**src/rtl/adc_spi_pkg.sv**
```systemverilog
// Shared types and ADC register constants for the ADC SPI sequencer.
// The default init table powers the ADC up, then sets timing, mode and output format.
package adc_spi_pkg;

    typedef enum logic [2:0] {
        ST_PWR_WAIT,
        ST_SEL,
        ST_START,
        ST_ARM,
        ST_RUN,
        ST_DONE,
        ST_IDLE
    } state_t;

    typedef struct packed {
        logic        rw;
        logic [15:0] adr;
        logic [15:0] dat;
    } cmd_t;

    localparam logic [15:0] ADR_PDWN = 16'h0001;
    localparam logic [15:0] ADR_TIM  = 16'h0002;
    localparam logic [15:0] ADR_MODE = 16'h0003;
    localparam logic [15:0] ADR_FORM = 16'h0004;

    localparam logic [15:0] DAT_PDWN = 16'h0000;
    localparam logic [15:0] DAT_TIM  = 16'h0001;
    localparam logic [15:0] DAT_MODE = 16'h0002;
    localparam logic [15:0] DAT_FORM = 16'h0000;

    // Entry 0 sits in the low 32 bits and is sent first.
    localparam logic [127:0] INIT_TAB_DEFAULT = {
        ADR_FORM, DAT_FORM,
        ADR_MODE, DAT_MODE,
        ADR_TIM,  DAT_TIM,
        ADR_PDWN, DAT_PDWN
    };

    localparam logic [15:0] TMO_RDATA = 16'hDEAD;

endpackage

```
**src/rtl/adc_spi_ctrl.sv**
```systemverilog
// Sequencer/arbiter in front of the ADC SPI master: power-up wait, init table playback,
// then host access via req/ack, with a start-to-busy timeout that flags a stuck master.
//
// state       | meaning
// ------------+--------------------------------------------------------------
// ST_PWR_WAIT | counting the power-up interval after reset
// ST_SEL      | choosing next command (pending init > unfinished table > host)
// ST_START    | spi_start_o high for one cycle, timeout counter armed
// ST_ARM      | waiting for spi_busy_i to rise, timeout counting down
// ST_RUN      | waiting for spi_busy_i to fall
// ST_DONE     | one-cycle completion (ack / init_done visible)
// ST_IDLE     | nothing pending
module adc_spi_ctrl
    import adc_spi_pkg::*;
#(
    parameter int unsigned               INIT_WAIT = 12500000,
    parameter int unsigned               INIT_NUM  = 4,
    parameter logic [INIT_NUM*32-1:0]    INIT_TAB  = INIT_TAB_DEFAULT,
    parameter int unsigned               TMO       = 64
) (
    input  logic        clk_i,
    input  logic        rstn_i,
    input  logic        init_start_i,
    input  logic        host_req_i,
    input  logic        host_rw_i,
    input  logic [15:0] host_adr_i,
    input  logic [15:0] host_dat_i,
    output logic        host_ack_o,
    output logic [15:0] host_rdata_o,
    output logic        init_done_o,
    output logic        err_o,
    output logic        spi_start_o,
    output logic        spi_rw_o,
    output logic [15:0] spi_adr_o,
    output logic [15:0] spi_dat_o,
    input  logic        spi_busy_i,
    input  logic [15:0] spi_rdata_i
);

    localparam int WAIT_W = (INIT_WAIT > 1) ? $clog2(INIT_WAIT + 1) : 1;
    localparam int TMO_W  = ($clog2(TMO + 1) > 7) ? $clog2(TMO + 1) : 7;
    localparam int IDX_W  = (INIT_NUM > 1) ? $clog2(INIT_NUM) : 1;

    localparam logic [WAIT_W-1:0] WAIT_LAST = WAIT_W'(INIT_WAIT - 1);
    localparam logic [TMO_W-1:0]  TMO_LAST  = TMO_W'(TMO - 1);
    localparam logic [IDX_W-1:0]  IDX_LAST  = IDX_W'(INIT_NUM - 1);

    state_t            state;
    cmd_t              cmd;
    logic              cmd_host;
    logic [WAIT_W-1:0] wait_cnt;
    logic [TMO_W-1:0]  tmo_cnt;
    logic [IDX_W-1:0]  init_idx;
    logic              init_pend;

    logic [31:0]       tab_ent;
    logic              tmo_hit;
    logic              xfer_end;

    assign tab_ent  = INIT_TAB[{init_idx, 5'b0} +: 32];
    assign tmo_hit  = (state == ST_ARM) && !spi_busy_i && (tmo_cnt == '0);
    assign xfer_end = tmo_hit || ((state == ST_RUN) && !spi_busy_i);

    assign spi_rw_o  = cmd.rw;
    assign spi_adr_o = cmd.adr;
    assign spi_dat_o = cmd.dat;

    always_ff @(posedge clk_i) begin
        if (!rstn_i) begin
            state        <= ST_PWR_WAIT;
            cmd          <= '0;
            cmd_host     <= 1'b0;
            wait_cnt     <= '0;
            tmo_cnt      <= '0;
            init_idx     <= '0;
            init_pend    <= 1'b0;
            spi_start_o  <= 1'b0;
            host_ack_o   <= 1'b0;
            host_rdata_o <= '0;
            init_done_o  <= 1'b0;
            err_o        <= 1'b0;
        end else begin
            spi_start_o <= 1'b0;
            host_ack_o  <= 1'b0;
            if (init_start_i) begin
                init_pend <= 1'b1;
            end

            case (state)
                ST_PWR_WAIT: begin
                    if (wait_cnt == WAIT_LAST) begin
                        state <= ST_SEL;
                    end else begin
                        wait_cnt <= wait_cnt + WAIT_W'(1);
                    end
                end
                ST_SEL: begin
                    // Never start while the master still reports busy (e.g. after a timeout).
                    if (spi_busy_i) begin
                        state <= ST_SEL;
                    end else if (init_pend) begin
                        init_pend   <= 1'b0;
                        init_done_o <= 1'b0;
                        err_o       <= 1'b0;
                        init_idx    <= '0;
                        cmd         <= {1'b0, INIT_TAB[31:0]};
                        cmd_host    <= 1'b0;
                        spi_start_o <= 1'b1;
                        state       <= ST_START;
                    end else if (!init_done_o) begin
                        cmd         <= {1'b0, tab_ent};
                        cmd_host    <= 1'b0;
                        spi_start_o <= 1'b1;
                        state       <= ST_START;
                    end else if (host_req_i) begin
                        cmd         <= {host_rw_i, host_adr_i, host_dat_i};
                        cmd_host    <= 1'b1;
                        spi_start_o <= 1'b1;
                        state       <= ST_START;
                    end else begin
                        state <= ST_IDLE;
                    end
                end
                ST_START: begin
                    tmo_cnt <= TMO_LAST;
                    state   <= ST_ARM;
                end
                ST_ARM: begin
                    if (spi_busy_i) begin
                        state <= ST_RUN;
                    end else if (tmo_cnt != '0) begin
                        tmo_cnt <= tmo_cnt - TMO_W'(1);
                    end
                end
                ST_RUN: begin
                    state <= ST_RUN;
                end
                ST_DONE: begin
                    state <= ST_SEL;
                end
                ST_IDLE: begin
                    if (init_start_i || host_req_i) begin
                        state <= ST_SEL;
                    end
                end
                default: begin
                    state <= ST_PWR_WAIT;
                end
            endcase

            // Completion bookkeeping lands on entry to DONE so it is visible during DONE.
            if (xfer_end) begin
                state <= ST_DONE;
                if (tmo_hit) begin
                    err_o <= 1'b1;
                end
                if (cmd_host) begin
                    host_ack_o <= 1'b1;
                    if (tmo_hit) begin
                        host_rdata_o <= TMO_RDATA;
                    end else if (cmd.rw) begin
                        host_rdata_o <= spi_rdata_i;
                    end
                end else if (init_idx == IDX_LAST) begin
                    init_done_o <= 1'b1;
                    init_idx    <= '0;
                end else begin
                    init_idx <= init_idx + IDX_W'(1);
                end
            end
        end
    end

endmodule
```
**config.mk**
```make
export PLATFORM = sky130hd
export DESIGN_NAME = adc_spi_ctrl
export DESIGN_NICKNAME = d
export VERILOG_FILES = /design/src/rtl/adc_spi_pkg.sv /design/src/rtl/adc_spi_ctrl.sv
export SDC_FILE = /design/constraint.sdc
export NUM_CORES = 1
export LEC_CHECK = 0
export CORE_MARGIN = 8
export CORE_UTILIZATION = 45
export CTS_CLUSTER_DIAMETER = 60
export DETAILED_ROUTE_END_ITERATION = 7
export PLACE_DENSITY = 0.81
export SKIP_LAST_GASP = 1
export SLEW_MARGIN = 20
export SYNTH_ARGS = -nofsm -noshare
export SYNTH_HDL_FRONTEND = slang
export SYNTH_SLANG_ARGS = --single-unit
```
**constraint.sdc**
```tcl
create_clock -name clk_i -period 2.85 [get_ports clk_i]
set_input_delay 0.57 -clock clk_i [delete_from_list [all_inputs] [get_ports clk_i]]
set_output_delay 0.57 -clock clk_i [all_outputs]
set_load 0.005 [all_outputs]
```
==> metrics.txt <==
cell count after synthesis=428; number of pins exceeding their max-slew limit in the final report=0; xor/xnor cell area share of the yosys netlist=3.15%; sink count of the clock tree=91; leakage component of the power=between 1.5 and 2 nW; Setup crit end kind=flip-flop; remaining global-route overflow=0; Pwr per Cell Area=around 440 nW/µm²; die boundary width=109 µm; global-route wire length before repair=around 17 mm; sum of routed wire length over all layers=10.2 mm; CTS clock-pin slew for the worst setup and hold paths=approximately 0.1 ns; Diodes inserted=0; maximum buffer depth of the clock tree=2; number of inserted filler cells in the final layout=between 700 and 800; number of nets in the finished design=around 600; post-route ant nets=0; setup tns final=0 ns; Rows=34; maxcap violations=0; clock buffers created by TritonCTS=9; Synth area leader=sky130_fd_sc_hd__dfxtp_1; arrival time reported for the critical path endpoint=around 2.3 ns; data required time of the worst path=between 3 and 4 ns; setup repair after global routing missed its margin=false; Final Wtd Congestion=between 0.8 and 0.9; area of the placeable core=around 8600 µm²; Max rail drop VDD=0.274 mV; Crit Path Class=reg2reg; number of synthesized register bits=around 90; clock tree from TritonCTS=yes; end-of-flow core utilization=61.4%; share of Yosys cell area claimed by the top area cell type=between 40 and 50%; combinational family with the most area after synthesis=simple AND/OR/NAND/NOR gates; relative slew slack=between 60% and 70%; share of synthesized area occupied by flip-flops and latches=a little under half; Critical Path Source Type=flip-flop; Synthesis Warnings=0; clock latency on the worst-skew pair=~0.36 ns; vias in the first global route=around 3500; net count after synthesis=slightly below 500; initial antenna violation count=0; count of final hold-check violations=0; DR vias=3544; post-CTS repair timing setup buffer count=0; ratio of cells with drive above 1 in the final layout=7.14%; Least-Margin Pin Slew=between 0.4 and 0.5 ns; top post-synthesis cells by area=sky130_fd_sc_hd__dfxtp_1 (47%), sky130_fd_sc_hd__a22oi_1 (5.6%), sky130_fd_sc_hd__nor2_1 (5.5%); final setup fails=0; DIE AREA=roughly 12000 µm²; Global Route Usage Sum=between 15 and 20%; Detailed Routing Iterations Pass 1=4; count of port buffers added during placement=106; post-synthesis cell type count=between 50 and 60; area growth from synthesis to layout=34.9%; Final HPWL DP=7.36 mm; average vias per placed instance=around 5.5; routed len/inst=approximately 16 µm; share of the clock period used by the worst path=between 70% and 80%; cell at the root of the clock tree=sky130_fd_sc_hd__clkbuf_8; mux contribution to synthesized area=~1%; die extent in y=109 µm; Crit Path Max Fanout=18; 1st-iter DRT viols=between 100 and 150; maximum number of pins on one net before global-route repair=44; count of H-tree levels built during CTS=3; Starting Density=45.5%; post-detailed-route DRC marker count=0; simple-gate portion of the synthesized area=23.9%; status=finished clean; min-delay worst type=reg2reg; most used flip-flop cell after synthesis=sky130_fd_sc_hd__dfxtp_1; Compound-Gate Fraction of Synth Area=18.9%; I/O pin count=about 110; cell area after synthesis=between 3000 and 4000 µm²; number of enable-type register cells in the synthesized netlist=0; arithmetic-cell share of the synthesized area counting full adders, half adders and majority gates=about 2.3%; post-layout min period=a little over 2 ns; fmax=481 MHz; Post-CTS Resized=0; clk_skew=approximately 0.013 ns; asr flop ratio synth=0%; Avg Synthesized Cell Area=~9 µm²; Post-CTS Hold Buffers=0
worst max-delay path, stage by stage, from the launching register on:
cell	delay, ns
sky130_fd_sc_hd__dfxtp_1	0.40
sky130_fd_sc_hd__ha_1	0.21
sky130_fd_sc_hd__and3_1	0.24
sky130_fd_sc_hd__nand4_1	0.14
sky130_fd_sc_hd__o21ai_1	0.43
sky130_fd_sc_hd__buf_4	0.30
sky130_fd_sc_hd__xor2_1	0.19
sky130_fd_sc_hd__nor2_1	0.05
metrics by stage:
step	power (mW)	worst slack, ns	cell area [µm²]	std cells	hold slack [ns]
after floorplan	1.35	1.02	3890	428	0.452
after global placement	1.43	0.537	5050	624	0.449
after detailed placement	1.43	0.452	5050	624	0.457
after CTS	2.32	0.777	5250	640	0.473
after global routing	2.38	0.622	5250	640	0.498
final	2.30	0.772	5250	640	0.468
state kept, by name, indices dropped and copies added (netlist names), 2 cells and up:
register and cells:
wait_cnt 24, host_rdata_o 16, spi_adr_o 16, spi_dat_o 16
tmo_cnt 7, state 3, init_idx 2
cell usage after synthesis (2+ instances only):
| master | n |
|---|---|
| sky130_fd_sc_hd__a211oi_1 | 2 |
| sky130_fd_sc_hd__a21o_1 | 2 |
| sky130_fd_sc_hd__a21oi_1 | 20 |
| sky130_fd_sc_hd__a22oi_1 | 29 |
| sky130_fd_sc_hd__and2_1 | 2 |
| sky130_fd_sc_hd__and3_1 | 6 |
| sky130_fd_sc_hd__and4_1 | 5 |
| sky130_fd_sc_hd__buf_2 | 11 |
| sky130_fd_sc_hd__clkbuf_1 | 17 |
| sky130_fd_sc_hd__dfxtp_1 | 91 |
| sky130_fd_sc_hd__ha_1 | 7 |
| sky130_fd_sc_hd__inv_1 | 6 |
| sky130_fd_sc_hd__mux2i_1 | 4 |
| sky130_fd_sc_hd__nand2_1 | 24 |
| sky130_fd_sc_hd__nand2b_1 | 2 |
| sky130_fd_sc_hd__nand3_1 | 13 |
| sky130_fd_sc_hd__nand3b_1 | 2 |
| sky130_fd_sc_hd__nand4_1 | 15 |
| sky130_fd_sc_hd__nor2_1 | 57 |
| sky130_fd_sc_hd__nor2b_1 | 2 |
| sky130_fd_sc_hd__nor3_1 | 19 |
| sky130_fd_sc_hd__nor4_1 | 4 |
| sky130_fd_sc_hd__nor4b_1 | 3 |
| sky130_fd_sc_hd__o211a_1 | 2 |
| sky130_fd_sc_hd__o211ai_1 | 2 |
| sky130_fd_sc_hd__o21a_1 | 5 |
| sky130_fd_sc_hd__o21ai_0 | 17 |
| sky130_fd_sc_hd__o21ai_1 | 2 |
| sky130_fd_sc_hd__o221a_1 | 10 |
| sky130_fd_sc_hd__o31a_1 | 2 |
| sky130_fd_sc_hd__or3_1 | 8 |
| sky130_fd_sc_hd__or4_1 | 2 |
| sky130_fd_sc_hd__xnor2_1 | 9 |
| sky130_fd_sc_hd__xor2_1 | 5 |
worst paths after layout:
path                   startpoint              end  slack (ns)  depth (start not counted)
setup / recovery      wait_cnt[0]      wait_cnt[0]        0.77                          7
hold / removal    host_rdata_o[1]  host_rdata_o[1]        0.47                          2
setup reg to reg      wait_cnt[0]      wait_cnt[0]        0.77                          7
hold reg to reg   host_rdata_o[1]  host_rdata_o[1]        0.47                          2
cell usage in the layout, fill, tap and decap left out, types with 10 or more instances in the layout:
cell,Yosys,layout
sky130_fd_sc_hd__a21oi_1,20,20
sky130_fd_sc_hd__dfxtp_1,91,91
sky130_fd_sc_hd__buf_4,0,10
sky130_fd_sc_hd__a22oi_1,29,29
sky130_fd_sc_hd__o21ai_0,17,17
sky130_fd_sc_hd__nor2_1,57,57
sky130_fd_sc_hd__nor3_1,19,19
sky130_fd_sc_hd__nand4_1,15,15
sky130_fd_sc_hd__nand2_1,24,24
sky130_fd_sc_hd__clkdlybuf4s50_1,0,106
sky130_fd_sc_hd__nand3_1,13,13
sky130_fd_sc_hd__o221a_1,10,10
logic make-up (layout without fill, tap and decap cells):
| group | after synthesis | count (layout) |
|---|---|---|
| AO/OA/AOI/OAI | 102 | 102 |
| AND/OR/NAND/NOR | 174 | 174 |
| XOR/XNOR | 14 | 14 |
| multiplexers | 4 | 4 |
| adder cells (fa/ha/maj) | 7 | 7 |
| buffers and inverters | 36 | 140 |
| flip-flops | 91 | 91 |
layer usage:
layer	vias to the layer above	GRT usage [%]	share of wire (%)
met5	-	0	0
met4	0	6.65	0.81
met3	9	8.16	9.9
met2	93	27.3	47
met1	1679	20.4	43
li1	1763	-	-
final cells by class:
cell class / count / area (µm²) / share of cell area, %
inverter: 7 / 26.3 / 0.500
sequential: 91 / 1820 / 34.7
timing repair buffer: 117 / 1160 / 22.0
multi-input combinational: 301 / 1910 / 36.4
tap: 108 / 135 / 2.57
clock buffer: 9 / 124 / 2.36
clock inverter: 7 / 73.8 / 1.41
where the power goes:
part | internal, mW | switching [mW]
clock network | 0.412 | 0.479
registers | 1.28 | 0.00766
logic | 0.0769 | 0.0454
total | 1.76 | 0.532
Note: power is estimated with default switching activity, not from simulation.
